[src/rtl/ccff_loader_pkg.sv]
// ----------------------------------------------------------------------------
// ccff_loader_pkg
// Shared types and constants for the ccff chain loader.
//   state_t        : loader FSM states (IDLE, LOAD, VERIFY, DONE)
//   MISMATCH_CNT_W : width of the verify mismatch counter
//   sat_inc()      : saturating increment for the mismatch counter
// ----------------------------------------------------------------------------
package ccff_loader_pkg;

    typedef enum logic [1:0] {
        IDLE   = 2'd0,
        LOAD   = 2'd1,
        VERIFY = 2'd2,
        DONE   = 2'd3
    } state_t;

    localparam int MISMATCH_CNT_W = 16;

    // Counts up but sticks at all-ones so a long bad verify never wraps to a
    // small, misleading value.
    function automatic logic [MISMATCH_CNT_W-1:0] sat_inc(
        input logic [MISMATCH_CNT_W-1:0] value
    );
        return (&value) ? value : value + MISMATCH_CNT_W'(1);
    endfunction

endpackage

[src/rtl/ccff_chain_loader_if.sv]
// ----------------------------------------------------------------------------
// ccff_chain_loader_if
// Host configuration-word handshake.
//   cfg_data  : configuration word, MSB shifted into the chain first
//   cfg_valid : cfg_data is valid
//   cfg_ready : loader accepts the word this cycle
// Modports: master = host side, slave = loader side.
// ----------------------------------------------------------------------------
interface ccff_chain_loader_if #(
    parameter int WORD_W = 8
);
    logic [WORD_W-1:0] cfg_data;
    logic              cfg_valid;
    logic              cfg_ready;

    modport master (output cfg_data, output cfg_valid, input cfg_ready);
    modport slave  (input cfg_data, input cfg_valid, output cfg_ready);
endinterface

[src/rtl/ccff_word_serializer.sv]
// ----------------------------------------------------------------------------
// ccff_word_serializer
// One-word hold buffer feeding a WORD_W shift register. The shift register is
// reloaded from the hold buffer in the same cycle its last bit leaves, so a
// continuous word stream yields one bit per cycle with no bubble.
//   prog_clk, prog_reset : clock, asynchronous active-high reset
//   clear                : synchronous flush of both buffers (between passes)
//   load_word, word_in   : write a word into the (empty) hold buffer
//   shift_en             : consume the current MSB this cycle
//   hold_full            : hold buffer occupied
//   bit_valid            : shift register holds at least one unsent bit
//   msb                  : current shift-register MSB
// ----------------------------------------------------------------------------
module ccff_word_serializer #(
    parameter int WORD_W = 8
) (
    input  logic              prog_clk,
    input  logic              prog_reset,
    input  logic              clear,
    input  logic              load_word,
    input  logic [WORD_W-1:0] word_in,
    input  logic              shift_en,
    output logic              hold_full,
    output logic              bit_valid,
    output logic              msb
);

    localparam int SR_CNT_W = $clog2(WORD_W + 1);
    localparam logic [SR_CNT_W-1:0] SR_FULL = SR_CNT_W'(WORD_W);
    localparam logic [SR_CNT_W-1:0] SR_ONE  = SR_CNT_W'(1);

    logic [WORD_W-1:0]   hold_data;
    logic [WORD_W-1:0]   shift_reg;
    logic [SR_CNT_W-1:0] sr_cnt;
    logic                reload;

    // Reload when the shift register is empty now or empties this cycle.
    always_comb begin
        // NOTE: default first so every path assigns reload and no latch is inferred.
        reload = 1'b0;
        if (hold_full && (sr_cnt == '0 || (sr_cnt == SR_ONE && shift_en))) begin
            reload = 1'b1;
        end
    end

    // load_word only arrives while the hold buffer is empty and reload only
    // fires while it is full, so the two never collide.
    always_ff @(posedge prog_clk or posedge prog_reset) begin
        // NOTE: non-blocking assignments so every flop samples pre-edge values.
        if (prog_reset) begin
            // NOTE: data buffers are reset too, so a stale word can never leak into a new pass.
            hold_data <= '0;
            hold_full <= 1'b0;
            shift_reg <= '0;
            sr_cnt    <= '0;
        end else if (clear) begin
            hold_data <= '0;
            hold_full <= 1'b0;
            shift_reg <= '0;
            sr_cnt    <= '0;
        end else begin
            if (load_word) begin
                hold_data <= word_in;
                hold_full <= 1'b1;
            end else if (reload) begin
                hold_full <= 1'b0;
            end

            if (reload) begin
                shift_reg <= hold_data;
                sr_cnt    <= SR_FULL;
            end else if (shift_en) begin
                shift_reg <= shift_reg << 1;
                sr_cnt    <= sr_cnt - SR_ONE;
            end
        end
    end

    assign bit_valid = (sr_cnt != '0);
    assign msb       = shift_reg[WORD_W-1];

endmodule

[src/rtl/ccff_chain_loader.sv]
// ----------------------------------------------------------------------------
// ccff_chain_loader
// Streams host configuration words MSB-first into a CHAIN_LEN-flop ccff chain
// (LOAD), or re-streams them while comparing the bits leaving the chain tail
// against the bits being shifted in (VERIFY).
//   prog_clk, prog_reset : clock, asynchronous active-high reset
//   start, verify        : begin a pass from IDLE; verify selects VERIFY mode
//   cfg_bus (slave)      : cfg_data / cfg_valid / cfg_ready word handshake
//   ccff_head            : serial bit into the chain (0 when not shifting)
//   ccff_clk_en          : chain shifts on every edge where this is 1
//   ccff_tail            : serial bit returned from the chain tail
//   busy                 : high in LOAD or VERIFY
//   done                 : one-cycle pulse when a pass completes
//   error, mismatch_cnt  : sticky verify mismatch flag and saturating count
// ----------------------------------------------------------------------------
module ccff_chain_loader
    import ccff_loader_pkg::*;
#(
    parameter int CHAIN_LEN = 32,
    parameter int WORD_W    = 8
) (
    input  logic                      prog_clk,
    input  logic                      prog_reset,
    input  logic                      start,
    input  logic                      verify,
    ccff_chain_loader_if.slave        cfg_bus,
    output logic                      ccff_head,
    output logic                      ccff_clk_en,
    input  logic                      ccff_tail,
    output logic                      busy,
    output logic                      done,
    output logic                      error,
    output logic [MISMATCH_CNT_W-1:0] mismatch_cnt
);

    localparam int BIT_CNT_W  = $clog2(CHAIN_LEN + 1);
    // Words needed to cover the chain; the last one may be partially used.
    localparam int NUM_WORDS  = (CHAIN_LEN + WORD_W - 1) / WORD_W;
    localparam int WORD_CNT_W = $clog2(NUM_WORDS + 1);

    localparam logic [BIT_CNT_W-1:0]  CHAIN_LEN_C = BIT_CNT_W'(CHAIN_LEN);
    localparam logic [BIT_CNT_W-1:0]  LAST_BIT_C  = BIT_CNT_W'(CHAIN_LEN - 1);
    localparam logic [BIT_CNT_W-1:0]  BIT_ONE     = BIT_CNT_W'(1);
    localparam logic [WORD_CNT_W-1:0] NUM_WORDS_C = WORD_CNT_W'(NUM_WORDS);
    localparam logic [WORD_CNT_W-1:0] WORD_ONE    = WORD_CNT_W'(1);

    state_t                state;
    state_t                state_next;
    logic [BIT_CNT_W-1:0]  bit_cnt;
    logic [WORD_CNT_W-1:0] word_cnt;

    logic in_pass;
    logic pass_start;
    logic cfg_ready;
    logic accept;
    logic shift;
    logic last_shift;
    logic hold_full;
    logic bit_valid;
    logic sr_msb;

    assign in_pass    = (state == LOAD) || (state == VERIFY);
    assign pass_start = (state == IDLE) && start;

    // Stop requesting once every word the chain needs has been fetched; the
    // low bits of a partial last word are flushed when the pass ends.
    assign cfg_ready         = in_pass && !hold_full && (word_cnt < NUM_WORDS_C);
    assign cfg_bus.cfg_ready = cfg_ready;
    assign accept            = cfg_bus.cfg_valid && cfg_ready;

    assign shift       = in_pass && bit_valid && (bit_cnt < CHAIN_LEN_C);
    assign last_shift  = shift && (bit_cnt == LAST_BIT_C);
    assign ccff_clk_en = shift;
    assign ccff_head   = shift & sr_msb;

    ccff_word_serializer #(
        .WORD_W (WORD_W)
    ) u_serializer (
        .prog_clk   (prog_clk),
        .prog_reset (prog_reset),
        .clear      (!in_pass),
        .load_word  (accept),
        .word_in    (cfg_bus.cfg_data),
        .shift_en   (shift),
        .hold_full  (hold_full),
        .bit_valid  (bit_valid),
        .msb        (sr_msb)
    );

    always_ff @(posedge prog_clk or posedge prog_reset) begin
        if (prog_reset) begin
            state <= IDLE;
        end else begin
            state <= state_next;
        end
    end

    always_comb begin
        state_next = state;
        busy       = 1'b0;
        done       = 1'b0;
        case (state)
            IDLE: begin
                if (start) begin
                    state_next = verify ? VERIFY : LOAD;
                end
            end
            LOAD, VERIFY: begin
                busy = 1'b1;
                if (last_shift) begin
                    state_next = DONE;
                end
            end
            DONE: begin
                done       = 1'b1;
                state_next = IDLE;
            end
            default: state_next = IDLE;
        endcase
    end

    always_ff @(posedge prog_clk or posedge prog_reset) begin
        if (prog_reset) begin
            bit_cnt  <= '0;
            word_cnt <= '0;
        end else if (pass_start) begin
            bit_cnt  <= '0;
            word_cnt <= '0;
        end else begin
            if (shift) begin
                bit_cnt <= bit_cnt + BIT_ONE;
            end
            if (accept) begin
                word_cnt <= word_cnt + WORD_ONE;
            end
        end
    end

    // The host re-sends the previously loaded stream, so bit k leaving the
    // tail must equal bit k entering the head.
    always_ff @(posedge prog_clk or posedge prog_reset) begin
        if (prog_reset) begin
            error        <= 1'b0;
            mismatch_cnt <= '0;
        end else if (pass_start && verify) begin
            error        <= 1'b0;
            mismatch_cnt <= '0;
        end else if ((state == VERIFY) && shift && (ccff_tail != sr_msb)) begin
            error        <= 1'b1;
            mismatch_cnt <= sat_inc(mismatch_cnt);
        end
    end

endmodule

[src/flat_wrapper.sv]
// flat-port wrapper written by rule: the top's interface ports become plain ports
module ccff_chain_loader_flat import ccff_loader_pkg::*;
#(
    parameter int CHAIN_LEN = 32,
    parameter int WORD_W    = 8
)
  (prog_clk, prog_reset, start, verify, ccff_head, ccff_clk_en, ccff_tail, busy, done, error, mismatch_cnt, cfg_bus_cfg_data, cfg_bus_cfg_valid, cfg_bus_cfg_ready);
  ccff_chain_loader_if #(.WORD_W(WORD_W)) cfg_bus_i ();
  input  logic prog_clk;
  input  logic prog_reset;
  input  logic start;
  input  logic verify;
  output logic ccff_head;
  output logic ccff_clk_en;
  input  logic ccff_tail;
  output logic busy;
  output logic done;
  output logic error;
  output logic [MISMATCH_CNT_W-1:0] mismatch_cnt;
  input wire logic [$bits(cfg_bus_i.cfg_data)-1:0] cfg_bus_cfg_data;
  input wire logic [$bits(cfg_bus_i.cfg_valid)-1:0] cfg_bus_cfg_valid;
  output wire logic [$bits(cfg_bus_i.cfg_ready)-1:0] cfg_bus_cfg_ready;
  assign cfg_bus_i.cfg_data = cfg_bus_cfg_data;
  assign cfg_bus_i.cfg_valid = cfg_bus_cfg_valid;
  assign cfg_bus_cfg_ready = cfg_bus_i.cfg_ready;
  ccff_chain_loader #(.CHAIN_LEN(CHAIN_LEN), .WORD_W(WORD_W)) u_core (.prog_clk(prog_clk), .prog_reset(prog_reset), .start(start), .verify(verify), .cfg_bus(cfg_bus_i), .ccff_head(ccff_head), .ccff_clk_en(ccff_clk_en), .ccff_tail(ccff_tail), .busy(busy), .done(done), .error(error), .mismatch_cnt(mismatch_cnt));
endmodule
[config.mk]
export PLATFORM = sky130hd
export DESIGN_NAME = ccff_chain_loader_flat
export DESIGN_NICKNAME = d
export VERILOG_FILES = /design/src/rtl/ccff_loader_pkg.sv /design/src/rtl/ccff_chain_loader_if.sv /design/src/rtl/ccff_word_serializer.sv /design/src/rtl/ccff_chain_loader.sv /design/src/flat_wrapper.sv
export SDC_FILE = /design/constraint.sdc
export NUM_CORES = 1
export LEC_CHECK = 0
export BUFFER_PORTS_ARGS = -buffer_cell sky130_fd_sc_hd__buf_2
export CAP_MARGIN = 40
export CORE_UTILIZATION = 62
export DETAILED_ROUTE_END_ITERATION = 10
export PLACE_DENSITY_LB_ADDON = 0.05
export SYNTH_ARGS = -nofsm -noshare
export SYNTH_HDL_FRONTEND = slang
export SYNTH_SLANG_ARGS = --single-unit
export TNS_END_PERCENT = 1
[constraint.sdc]
create_clock -name prog_clk -period 3.75 [get_ports prog_clk]
set_clock_uncertainty 0.2 [all_clocks]
set_input_delay 0.1875 -clock prog_clk [delete_from_list [all_inputs] [get_ports prog_clk]]
set_output_delay 0.1875 -clock prog_clk [all_outputs]
set_load 0.05 [all_outputs]
Yosys cells after proc, flatten, opt, wreduce, memory -nomap -nowiden
Index checks and enable logic that the tools add are counted.
- multiplexer cells: 27
- reductions and logical operators: 25
- equality and inequality tests: 12
- bitwise operators: 1
- order comparisons: 2
- $add $sub $neg: 4
- operators with widths (cell ; count):
    $mux W16 ; 3
    $mux W8 ; 5
    $add A16 B1 Y16 const B ; 1
    $reduce_and A16 Y1 ; 1
    $logic_and A1 B1 Y1 ; 12
    $mux W4 ; 3
    $mux W6 ; 2
    $mux W1 ; 8
    $add A6 B1 Y6 const B ; 1
    $eq A6 B5 Y1 const B ; 1
    $lt A6 B6 Y1 const B ; 1
    $mux W2 ; 3
    $mux W3 ; 2
    $ne A3 B3 Y1 const B ; 2
    $pmux W2 S3 ; 1
    $reduce_bool A2 Y1 ; 3
    $eq A2 B2 Y1 const B ; 2
    $eq A4 B1 Y1 const B ; 1
    $logic_not A4 Y1 ; 1
    $ne A2 B1 Y1 const B ; 2
    $ne A2 B2 Y1 const B ; 2
    $reduce_and A2 Y1 ; 2
    $reduce_bool A4 Y1 ; 1
    $sub A4 B1 Y4 const B ; 1
    other kinds (9) ; 10
- flip-flop bits (word level): 49
- input port bits: 14

Depth between registers and ports, before layout
Gate-level depths: netlist (run 1).
- depth after elaboration: 11
- depth in mapped cells: 9

Cells and area by module
A second synthesis (run 1) with hierarchy kept.
- cells, all modules: 265
- area total of the unflattened synthesis: 2637.5 um^2
- modules (own cells, without submodules) (module ; instances ; seq. area each (um^2) ; area each (um^2) ; cells an instance):
    ccff_chain_loader ; 1 ; 700.7 ; 1604.0 ; 168
    ccff_word_serializer ; 1 ; 525.5 ; 1033.5 ; 97

Worst setup path before layout (run 1)
No wires, ideal clock.
- path type: reg2reg
- start: register u_core.state[1]
- end: register u_core.u_serializer.hold_data[1]
- data required time: 3.422 ns
- library setup time: 0.128 ns
- period minus slack after synthesis: 3.341 ns
- setup slack: 0.409 ns
- buffers on the path: 2
- arrival: 3.013 ns
- cell stages (with the launch flop): 8
- cells stage by stage: dfrtp_1 -> inv_1 -> ha_1 -> nor3b_1 -> and2_1 -> buf_2 -> buf_2 -> o21ai_0
- cells in the longest elaborated chain, start to end: 6
- elaborated cells on any way between the ends: 8
- classes of those cells: 3 x eq/ne; 1 x mux; 4 x reduce/logical
- RTL lines (what ; RTL line ; source):
    start: declaration ; ccff_chain_loader.sv:47 ; state_t state;
    start signal: assignment ; ccff_chain_loader.sv:94 ; state <= state_next;
    $eq A2 B1 Y1 or $eq A2 B2 Y1 (tied branches) ; ccff_chain_loader.sv:62 ; assign in_pass = (state == LOAD) || (state == VERIFY);
    $logic_or A1 B1 Y1 * ; ccff_chain_loader.sv:62 ;
    $logic_and A1 B1 Y1 * (2 in a row) ; ccff_chain_loader.sv:67 ; assign cfg_ready = in_pass && !hold_full && (word_cnt < NUM_WORDS_C);
    via cfg_bus_cfg_ready ; flat_wrapper.sv:22 ; output wire logic [$bits(cfg_bus_i.cfg_ready)-1:0] cfg_bus_cfg_ready;
    $logic_and A1 B1 Y1 * ; ccff_chain_loader.sv:69 ; assign accept = cfg_bus.cfg_valid && cfg_ready;
    $ne A2 B2 Y1 (no line) * ; n/a ;
    end signal: assignment ; ccff_word_serializer.sv:63 ; hold_data <= word_in;
    end: declaration ; ccff_word_serializer.sv:32 ; logic [WORD_W-1:0] hold_data;
The timed path passes the listed nets; every way through them passes the cells marked *.
A chain may end at the register's enable or synchronous reset.

Worst setup path in the final report (run 1)
- start: register u_core.state[1]
- end: output ccff_clk_en
- cells in the longest elaborated chain, start to end: 4
- elaborated cells on any way between the ends: 5
- classes of those cells: 2 x eq/ne; 3 x reduce/logical
- RTL lines (what ; RTL line ; source):
    $eq A2 B1 Y1 or $eq A2 B2 Y1 (tied branches) ; ccff_chain_loader.sv:62 ;
    $logic_or A1 B1 Y1 * ; ccff_chain_loader.sv:62 ;
    $logic_and A1 B1 Y1 * (2 in a row) ; ccff_chain_loader.sv:71 ; assign shift = in_pass && bit_valid && (bit_cnt < CHAIN_LEN_C);
    end: declaration ; flat_wrapper.sv:14 ; output logic ccff_clk_en;
Mark *: on every way between the ends. The rest lies on a longest branch, timed or not.

==> results of run 1 <==
==> per-stage QoR <==
stage               setup WS (ns)  util [%]  instances  hold WS (ns)
CTS                         0.758      75.7        373         0.118
floorplan                   0.409         -        284        0.0725
global route                0.529      75.7        373         0.110
detailed placement          0.955      70.3        355        0.0396
finish                      0.727      75.7        373         0.114
global placement             1.06      69.8        354         0.190
==> layout by cell type, fill, tap and decap left out, types with 9 or more instances in the layout <==
cell type                       count
sky130_fd_sc_hd__nand2_1           48
sky130_fd_sc_hd__inv_1              9
sky130_fd_sc_hd__ha_1              10
sky130_fd_sc_hd__a21oi_1           11
sky130_fd_sc_hd__nand3_1           12
sky130_fd_sc_hd__nor2_1            25
sky130_fd_sc_hd__dlygate4sd3_1     10
sky130_fd_sc_hd__dfrtp_1           49
sky130_fd_sc_hd__o21ai_0           10
sky130_fd_sc_hd__buf_2             35
==> cells in the mapped netlist (all sizes together) <==
master	n
dfrtp	49
nand2	48
nor2	25
nand3	12
a21oi	11
ha	10
inv	10
o21ai	10
buf	9
a311oi	7
and4	7
clkbuf	7
mux2i	7
and3	6
nand2b	6
nor3	6
nand4	5
xor2	5
a31oi	4
a41o	4
and2	4
o31ai	4
xnor2	4
nor3b	3
or3	3
or4	3
and3b	2
mux2	2
a211oi	1
a2bb2oi	1
a31o	1
and4bb	1
nor2b	1
nor4	1
o211ai	1
o22ai	1
o41ai	1
or2	1
or3b	1
==> worst min path at each step <==
stage / cells after the start / endpoint / from
global placement: 3 / u_core.u_serializer.hold_data[4] / cfg_bus_cfg_data[4]
floorplan: 1 / u_core.bit_cnt[5] / start
CTS: 4 / u_core.state[1] / verify
finish: 4 / u_core.state[1] / verify
global route: 4 / u_core.state[1] / verify
detailed placement: 2 / u_core.word_cnt[0] / prog_reset
==> power by group <==
group	internal [µW]	leakage, µW	switching, µW
Sequential	656	0.000664	94.1
Clock	217	0.0000574	182
Combinational	317	0.000768	713
==> kinds of logic (layout without fill, tap and decap cells) <==
logic type                 Yosys count  count (layout)
and+or+nand+nor                    135             135
adders and majority gates           10              10
AOI/OAI and AO/OA                   46              46
xor gates and xnor gates             9               9
muxes                                9               9
buffers and inverters               26              65
DFF                                 49              49
==> metal layers <==
metal | vias up | wire length, µm
met5 | - | 0
met4 | 0 | 63
met3 | 9 | 242
met2 | 62 | 2910
met1 | 1059 | 2480
li1 | 1078 | -
==> critical path, stage by stage, from the launching register on <==
cell and delay (ns):
sky130_fd_sc_hd__dfrtp_1 0.40, sky130_fd_sc_hd__inv_1 0.08, sky130_fd_sc_hd__ha_1 0.60, sky130_fd_sc_hd__nor2b_1 0.24, sky130_fd_sc_hd__nand2_1 0.26, sky130_fd_sc_hd__inv_1 0.40
sky130_fd_sc_hd__buf_2 0.34
==> area by class of cell <==
class | instances | area (µm²) | area share (%)
multi-input combinational | 209 | 1320 | 43.1
tap | 50 | 62.6 | 2.04
clock buffer | 6 | 82.6 | 2.69
sequential | 49 | 1230 | 39.9
timing repair buffer | 47 | 303 | 9.85
inverter | 10 | 37.5 | 1.22
clock inverter | 2 | 37.5 | 1.22
==> impl_metrics.json, run 1 <==
{
  "result_of_the_run": "finished clean",
  "time_the_worst_path_needs_with_i_o_delays_and_setup_ns": 3.02,
  "layout-drive-gt1-share_pct": 18.3,
  "die_area_mm2": 0.00457,
  "setup.worst_path.end": "ccff_clk_en",
  "clk_path_buf_depth": 2,
  "buffer_ports.inserted": 35,
  "area_delta_synth_final_pct": 15.3,
  "worst_r2r_startpoint": "u_core.state[1]",
  "gr-total-overflow": 0,
  "synth_compound_area_share_pct": 11.8,
  "largest_register_ffs": 16,
  "cp_max_fo": 16,
  "postLayoutCellArea_mm2": 0.00307,
  "critPathKind": "flop to output pin",
  "drc": 0,
  "max_slew_margin_pct": 52.9,
  "initial_utilization_pct": 65.7,
  "report.power.total_uw": 2180,
  "worst_setup_path_start_kind": "flop",
  "clock-sinks": 49,
  "timing.critical_path.from": "u_core.state[1]",
  "syn-instance-count": 284,
  "grt_max_degree": 29,
  "fin_crit_sh_pct": 80.6,
  "synth.distinct_cells": 47,
  "grt-busiest-layer": "met2",
  "power_density_relative_to_cell_area_mw_per_mm2": 709,
  "clk_root_buffer_cell": "sky130_fd_sc_hd__clkbuf_8",
  "post_cts.resized_instances": 0,
  "route.detailed.vias_per_inst": 5.92,
  "yosys.area_share.simple_pct": 26.5,
  "largest_area_contributor_in_the_synthesized_netlist": "sky130_fd_sc_hd__dfrtp_1",
  "class_of_the_tightest_hold_or_removal_check": "input pin to flop",
  "grt_antenna_before_repair": 0,
  "clock_tree_from_tritoncts": "yes",
  "rrSetupSlack_ns": 0.95,
  "timing_worst_slew_pin_value_ns": 0.704,
  "r2r-end": "u_core.u_serializer.hold_data[7]",
  "rows": 23,
  "setup-violations-final": 0,
  "clkTransAtPathRegs_ns": 0.09,
  "grt_use_met2_pct": 47.8,
  "end_kind": "output pin",
  "routedWlPerCell_um": 15.3,
  "vdd.ir_drop.worst_mv": 0.643,
  "yosys_register_bits": 49,
  "dp_hpwl_um": 3920,
  "cts_hold_buffers": 10,
  "worst-endpoint-arrival_ns": 2.64,
  "cts_setup_buffers": 0,
  "synthDominantCellAreaShare_pct": 46.0,
  "gp_congestion": 0.827,
  "die-height_um": 67.6,
  "top_level_ports": 36,
  "synthTopCellsByArea": "sky130_fd_sc_hd__dfrtp_1 (46%), sky130_fd_sc_hd__nand2_1 (6.8%), sky130_fd_sc_hd__ha_1 (4.7%), sky130_fd_sc_hd__nor2_1 (3.5%), sky130_fd_sc_hd__mux2i_1 (2.6%)",
  "global_route.usage.met1_pct": 32.5,
  "synth_adder_area_share_pct": 4.69,
  "global_route.usage.total_pct": 27.1,
  "dpl_cell_area_mm2": 0.00285,
  "tritoncts.num_buffers": 5,
  "die_w_um": 67.6,
  "design.core.area_mm2": 0.00406,
  "synth-xor-area-share_pct": 3.24,
  "post_synth.cell_area_avg_um2": 9.39,
  "first_global_vias": 2047,
  "syn_area_mm2": 0.00267,
  "cp.required_ns": 3.36,
  "yosysWarningCount": 0,
  "use_met3_pct": 5.91,
  "clk-insertion-delay-late_ns": 0.31,
  "report.final.hold_viol_count": 0,
  "max_freq_mhz": 331,
  "finalWirelength_um": 5700,
  "seq_area_frac_synth_pct": 46.0,
  "grt_pass1_wl_um": 9160,
  "main_combinational_cell_family_by_area_after_synthesis": "simple AND/OR/NAND/NOR gates",
  "r2r_cells": 6,
  "finalSetupTns_ns": 0,
  "via_count": 2208,
  "synthMuxAreaShare_pct": 3.47,
  "design.final.nets": 346,
  "antenna_left": 0,
  "slew_violations": 0,
  "drt_pre_antenna_iters": 4,
  "drv_cap": 0,
  "rsz0062_at_grt": "no",
  "htree_levels": 2,
  "leakage_uw": 0.00149,
  "n_antenna_cell": 0,
  "syn-num-nets": 308,
  "drt_iter0_markers": 148,
  "final.fill_count": 292
}
Note: power is estimated with default switching activity, not from simulation.
==> run 2, diff against run 1 <==
--- a/config.mk
+++ b/config.mk
@@ -5,9 +5,10 @@
 export SDC_FILE = /design/constraint.sdc
 export NUM_CORES = 1
 export LEC_CHECK = 0
+export ABC_AREA = 1
 export BUFFER_PORTS_ARGS = -buffer_cell sky130_fd_sc_hd__buf_2
 export CAP_MARGIN = 40
-export CORE_UTILIZATION = 62
+export CORE_UTILIZATION = 58
 export DETAILED_ROUTE_END_ITERATION = 10
 export PLACE_DENSITY_LB_ADDON = 0.05
 export SYNTH_ARGS = -nofsm -noshare
==> constraint.sdc (replaced) <==
create_clock -name prog_clk -period 3.1 [get_ports prog_clk]
set_clock_uncertainty 0.2 [all_clocks]
set_input_delay 0.155 -clock prog_clk [delete_from_list [all_inputs] [get_ports prog_clk]]
set_output_delay 0.155 -clock prog_clk [all_outputs]
set_load 0.05 [all_outputs]
==> run 2 against run 1 <==
  * Die area grew 12%
  * Clock-buffer cell count fell by 1
  * Register-to-register slack got worse by 0.35 ns
  * Critical path depth is 4 higher
  * Global-route usage is 0.39 points lower
  * Via count increased by 14%
  * Cell area increased by 6.2%
  * Hold slack lost 0.069 ns
  * Critical endpoint is now u_core.mismatch_cnt[5]
==> impl_metrics.json, run 2 <==
{
  "cp.required_ns": 3.11,
  "leakage_uw": 0.00179,
  "synth.distinct_cells": 32,
  "vdd.ir_drop.worst_mv": 0.524,
  "synthTopCellsByArea": "sky130_fd_sc_hd__dfrtp_1 (44%), sky130_fd_sc_hd__nand2_1 (19%), sky130_fd_sc_hd__nand3_1 (6.9%), sky130_fd_sc_hd__inv_1 (5.1%), sky130_fd_sc_hd__ha_1 (4.5%)",
  "end_kind": "flop",
  "grt_max_degree": 41,
  "post_layout_util_pct": 72.5,
  "seq_area_frac_synth_pct": 43.6,
  "ys_async_sr_fraction_pct": 100,
  "mostFrequentLayoutCells": "sky130_fd_sc_hd__nand2_1 (140), sky130_fd_sc_hd__dfrtp_1 (49), sky130_fd_sc_hd__nand3_1 (39), sky130_fd_sc_hd__inv_1 (37), sky130_fd_sc_hd__buf_2 (35)",
  "clk_root_buffer_cell": "sky130_fd_sc_hd__clkbuf_8",
  "largest_area_contributor_in_the_synthesized_netlist": "sky130_fd_sc_hd__dfrtp_1",
  "rsz0062_at_grt": "no",
  "drt_iter0_markers": 100,
  "timing_worst_slew_pin_value_ns": 0.524,
  "grt_antenna_before_repair": 0,
  "cts_hold_buffers": 11,
  "yosys.cell_count.top_type": "sky130_fd_sc_hd__nand2_1",
  "tritoncts.num_buffers": 5,
  "yosys_register_bits": 49,
  "routedWlPerCell_um": 12.5,
  "area_delta_synth_final_pct": 16.2,
  "drv_cap": 0,
  "cp_max_fo": 23,
  "r2r-end": "u_core.mismatch_cnt[5]",
  "hold_path_startpoint": "cfg_bus_cfg_valid",
  "die_w_um": 71.6,
  "max_slew_margin_pct": 65.0,
  "finalWirelength_um": 6020,
  "via_count": 2520,
  "setup-violations-final": 0,
  "design.core.area_mm2": 0.00450,
  "hold_depth": 4,
  "finalSetupTns_ns": 0,
  "report.final.hold_viol_count": 0,
  "time_the_worst_path_needs_with_i_o_delays_and_setup_ns": 2.50,
  "rrSetupSlack_ns": 0.60,
  "drt_pre_antenna_iters": 4,
  "result_of_the_run": "finished clean",
  "r2r_cells": 10,
  "mostFrequentLayoutCell": "sky130_fd_sc_hd__nand2_1",
  "fin_crit_sh_pct": 80.6,
  "slew_violations": 0,
  "post_cts.resized_instances": 0,
  "route.detailed.vias_per_inst": 5.25,
  "synthDominantCellAreaShare_pct": 43.6,
  "rows": 24,
  "design.final.nets": 451,
  "clock_tree_from_tritoncts": "yes",
  "global_route.usage.total_pct": 26.7,
  "ys_dominant_reg_cell": "sky130_fd_sc_hd__dfrtp_1",
  "gp_congestion": 0.884,
  "gr-total-overflow": 0,
  "buffer_ports.inserted": 35,
  "antenna_left": 0,
  "syn-instance-count": 379,
  "power_density_relative_to_cell_area_mw_per_mm2": 817,
  "clk_path_buf_depth": 2,
  "n_antenna_cell": 0,
  "worst_setup_path_start_kind": "flop",
  "syn_area_mm2": 0.00281,
  "clk-insertion-delay-late_ns": 0.31,
  "worstHoldEndpoint": "u_core.u_serializer.hold_full",
  "clock-sinks": 49,
  "htree_levels": 2,
  "syn-num-nets": 403,
  "worst_r2r_startpoint": "u_core.state[0]",
  "yosysWarningCount": 0,
  "drc": 0,
  "worst-endpoint-arrival_ns": 2.51,
  "timing.critical_path.from": "u_core.state[0]",
  "largest_register_ffs": 16,
  "critPathKind": "flop to flop",
  "top_level_ports": 36,
  "first_global_vias": 2357,
  "clkTransAtPathRegs_ns": 0.10,
  "number_of_flops_mapped_to_enable_cells_by_yosys": 0,
  "class_of_the_tightest_hold_or_removal_check": "input pin to flop",
  "die_area_mm2": 0.00513,
  "dp_hpwl_um": 4090,
  "synth_top_cells_by_count": "sky130_fd_sc_hd__nand2_1 (140), sky130_fd_sc_hd__dfrtp_1 (49), sky130_fd_sc_hd__nand3_1 (39), sky130_fd_sc_hd__inv_1 (38), sky130_fd_sc_hd__nor2_1 (33)",
  "grt_pass1_wl_um": 10600,
  "die-height_um": 71.6,
  "max_freq_mhz": 400,
  "post_synth.cell_area_avg_um2": 7.41,
  "cts_setup_buffers": 0,
  "layout-drive-gt1-share_pct": 15.4,
  "initial_utilization_pct": 62.4
}
## run 2: changes by cell type in the layout (fill, tap and decap cells not counted), sizes merged, moves of 5 or more
cell / change
and3: -6
mux2i: -7
nand2: +99
nand2b: -6
a21oi: -5
inv: +31
a311oi: -7
and4: -7
nand3: +28
nor2: +11
## run 2: cell families (layout without fill, tap and decap cells)
logic type                 Yosys count  after routing  share of synthesized area [%]
AOI/OAI and AO/OA                   23             23                           4.90
xor gates and xnor gates            10             10                           3.12
adders and majority gates           10             10                           4.45
buffers and inverters               49             98                           7.35
DFF                                 49             49                           43.6
and+or+nand+nor                    238            238                           36.6
## run 2: cell type report
cell class | instances | area, µm²
repair buffers | 49 | 320
well taps | 52 | 65.1
clock inverters | 3 | 50.0
clock buffers | 5 | 68.8
multi-input cells | 281 | 1380
inverters | 41 | 156
flip-flops and latches | 49 | 1230
fillers | 376 | 1240
## run 2: how the worst max path moves through the flow
stage | to | cells after the start
floorplan | u_core.word_cnt[1] | 9
global placement | u_core.mismatch_cnt[5] | 10
detailed placement | u_core.mismatch_cnt[5] | 10
CTS | u_core.mismatch_cnt[5] | 10
global route | u_core.mismatch_cnt[5] | 10
finish | u_core.mismatch_cnt[5] | 10
## run 2: power by group
| group | switching [µW] | leakage (µW) | internal (µW) |
|---|---|---|---|
| combinational | 919 | 0.00106 | 347 |
| sequential | 127 | 0.000669 | 790 |
| clock | 236 | 0.0000603 | 248 |
## run 2: critical path, stage by stage (launching register included)
cell and delay, ns:
sky130_fd_sc_hd__dfrtp_1 0.38, sky130_fd_sc_hd__inv_1 0.09, sky130_fd_sc_hd__ha_1 0.21, sky130_fd_sc_hd__nand2_1 0.15
sky130_fd_sc_hd__inv_1 0.16, sky130_fd_sc_hd__nand2_1 0.43, sky130_fd_sc_hd__nand3b_1 0.15, sky130_fd_sc_hd__nand2_2 0.36
sky130_fd_sc_hd__inv_1 0.13, sky130_fd_sc_hd__nand2_1 0.08, sky130_fd_sc_hd__nand2_1 0.05
## run 2: layer usage
metal	track usage, %	part of all wire, %	up-vias
li1	-	-	1287
met1	35.1	47	1157
met2	45.0	48	72
met3	5.49	5.2	4
met4	7.41	0.75	0
met5	0	0	-
## run 2: per-stage QoR
step | area (µm²) | hold slack, ns | power [µW] | worst slack, ns | instances
global placement | 3020 | 0.155 | 2140 | 0.670 | 460
CTS | 3260 | 0.0341 | 2680 | 0.575 | 480
finish | 3260 | 0.0449 | 2670 | 0.600 | 480
floorplan | 2810 | 0.0718 | 1900 | 0.404 | 379
global route | 3260 | 0.0569 | 2870 | 0.303 | 480
detailed placement | 3040 | -0.109 | 2180 | 0.582 | 461
==> run 3, diff against run 2 <==
==> constraint.sdc (replaced) <==
create_clock -name prog_clk -period 2.5 [get_ports prog_clk]
set_clock_uncertainty 0.2 [all_clocks]
set_input_delay 0.125 -clock prog_clk [delete_from_list [all_inputs] [get_ports prog_clk]]
set_output_delay 0.125 -clock prog_clk [all_outputs]
set_load 0.05 [all_outputs]
==> run 3 against run 2 <==
  * Critical path depth fell by 1
  * Cell area shrank 0.92%
  * Worst setup slack got worse by 0.31 ns
  * Clock-buffer cell count increased by 1
  * Non-clock buffer count rose by 1
==> impl_metrics.json, run 3 (same netlist as run 2, synthesis figures left out) <==
{
  "result_of_the_run": "finished clean",
  "design.final.nets": 452,
  "finalWirelength_um": 5950,
  "report.final.hold_viol_count": 0,
  "fin_crit_sh_pct": 88.2,
  "drt_pre_antenna_iters": 5,
  "clk_path_buf_depth": 2,
  "grt_pass1_wl_um": 10100,
  "antenna_left": 0,
  "leakage_uw": 0.00177,
  "post-place-ws_ns": 0.299,
  "holdWs_ns": 0.0340,
  "grt_max_degree": 50,
  "tritoncts.num_buffers": 5,
  "area_delta_synth_final_pct": 15.1,
  "layout-drive-gt1-share_pct": 15.4,
  "end_kind": "flop",
  "setup-violations-final": 0,
  "post_cts.resized_instances": 0,
  "max_freq_mhz": 453,
  "worst_setup_path_start_kind": "flop",
  "die-height_um": 71.6,
  "clk-insertion-delay-late_ns": 0.30,
  "routedWlPerCell_um": 12.4,
  "wl_met2_um": 2740,
  "worst-endpoint-arrival_ns": 2.20,
  "clock_tree_from_tritoncts": "yes",
  "clock-sinks": 49,
  "largest_register_ffs": 16,
  "placed_cells_incl_taps": 462,
  "post_layout_nonfiller_instances": 481,
  "initial_utilization_pct": 62.4,
  "grt_antenna_before_repair": 0,
  "gr-total-overflow": 0,
  "mostFrequentLayoutCells": "sky130_fd_sc_hd__nand2_1 (140), sky130_fd_sc_hd__dfrtp_1 (49), sky130_fd_sc_hd__nand3_1 (39), sky130_fd_sc_hd__inv_1 (37), sky130_fd_sc_hd__buf_2 (35)",
  "critPathKind": "flop to flop",
  "rrSetupSlack_ns": 0.29,
  "finalSetupTns_ns": 0,
  "rows": 24,
  "dp_hpwl_um": 4140,
  "design.core.area_mm2": 0.00450,
  "gp_congestion": 0.829,
  "max_slew_margin_pct": 59.5,
  "hold_path_startpoint": "cfg_bus_cfg_valid",
  "drv_cap": 0,
  "wl_met3_um": 282,
  "via_count": 2528,
  "drt_iter0_markers": 134,
  "power_density_relative_to_cell_area_mw_per_mm2": 984,
  "mostFrequentLayoutCell": "sky130_fd_sc_hd__nand2_1",
  "final.fill_count": 370,
  "drc": 0,
  "buffer_ports.inserted": 35,
  "global_route.usage.total_pct": 25.1,
  "worst_r2r_startpoint": "u_core.mismatch_cnt[0]",
  "vdd.ir_drop.worst_mv": 0.627,
  "wl_on_met1_um": 2870,
  "n_antenna_cell": 0,
  "hold_depth": 4,
  "clk_root_buffer_cell": "sky130_fd_sc_hd__clkbuf_8",
  "r2r_cells": 9,
  "die_w_um": 71.6,
  "cp_max_fo": 23,
  "timing_worst_slew_pin_value_ns": 0.607,
  "setup_ws_ns": 0.294,
  "cp.required_ns": 2.50,
  "highest_layer": "met4",
  "slew_violations": 0,
  "first_global_vias": 2338,
  "rsz0062_at_grt": "no",
  "htree_levels": 2,
  "worstHoldEndpoint": "u_core.u_serializer.hold_full",
  "clkTransAtPathRegs_ns": 0.09,
  "time_the_worst_path_needs_with_i_o_delays_and_setup_ns": 2.21,
  "top_level_ports": 36,
  "report.power.total_uw": 3180,
  "r2r-end": "u_core.mismatch_cnt[8]",
  "class_of_the_tightest_hold_or_removal_check": "input pin to flop",
  "route.detailed.vias_per_inst": 5.26,
  "die_area_mm2": 0.00513
}
==> run 3: cell types whose count changed in the layout (fill, tap and decap cells not counted) <==
cell | before | now
sky130_fd_sc_hd__nor3_4 | 0 | 1
sky130_fd_sc_hd__buf_12 | 1 | 0
sky130_fd_sc_hd__clkbuf_1 | 0 | 1
sky130_fd_sc_hd__clkinvlp_4 | 0 | 2
sky130_fd_sc_hd__bufinv_16 | 1 | 0
sky130_fd_sc_hd__nor3_2 | 1 | 0
sky130_fd_sc_hd__clkinv_4 | 1 | 0
sky130_fd_sc_hd__buf_4 | 2 | 4
sky130_fd_sc_hd__inv_8 | 1 | 0
==> run 3: power breakdown <==
part           switching (µW)  internal [µW]  total [µW]
logic                    1150            437        1580
registers                 160            980        1140
clock network             262            197         459
total                    1570           1610        3180
==> run 3: layout make-up <==
class	instances	area [µm²]	share of cell area, %
clock buffer	6	72.6	2.24
clock inverter	2	15.0	0.464
inverter	41	156	4.84
multi-input combinational	281	1380	42.8
sequential	49	1230	37.9
tap	52	65.1	2.01
timing repair buffer	50	315	9.75
==> run 3: per-layer routing <==
| metal | vias up | global-route usage (%) |
|---|---|---|
| li1 | 1290 | - |
| met1 | 1162 | 33.9 |
| met2 | 72 | 42.1 |
| met3 | 4 | 3.52 |
| met4 | 0 | 8.06 |
| met5 | - | 0 |
==> run 3: through the flow <==
stage | instance area, µm² | utilization, %
after global placement | 3040 | 67.4
after CTS | 3230 | 71.8
final | 3230 | 71.8
after floorplan | 2820 | -
after global routing | 3230 | 71.8
after detailed placement | 3040 | 67.4
==> run 3: how the worst max path moves through the flow <==
| stage | slack [ns] | cells after the start | startpoint | to |
|---|---|---|---|---|
| floorplan | 0.03 | 9 | u_core.state[1] | u_core.word_cnt[1] |
| global placement | 0.37 | 12 | u_core.state[0] | u_core.mismatch_cnt[5] |
| detailed placement | 0.30 | 12 | u_core.state[0] | u_core.mismatch_cnt[5] |
| CTS | 0.29 | 12 | u_core.state[0] | u_core.mismatch_cnt[8] |
| global route | 0.10 | 12 | u_core.state[0] | u_core.mismatch_cnt[5] |
| finish | 0.29 | 9 | u_core.mismatch_cnt[0] | u_core.mismatch_cnt[8] |
==> run 3: worst max-delay path, cell delays in order (launching register included) <==
cell	delay [ns]
sky130_fd_sc_hd__dfrtp_1	0.49
sky130_fd_sc_hd__ha_1	0.24
sky130_fd_sc_hd__nand3_2	0.13
sky130_fd_sc_hd__inv_1	0.14
sky130_fd_sc_hd__nand2_2	0.09
sky130_fd_sc_hd__nand3b_1	0.18
sky130_fd_sc_hd__nand2_2	0.36
sky130_fd_sc_hd__inv_1	0.14
sky130_fd_sc_hd__nand2_1	0.09
sky130_fd_sc_hd__nand2_1	0.04
==> run 3: repair_timing <==
| item | 4_1_cts | 5_1_grt |
|---|---|---|
| buffers inserted | 0 | 0 |
| hold endpoints to repair | 60 | 0 |
| hold buffers | 11 | 0 |
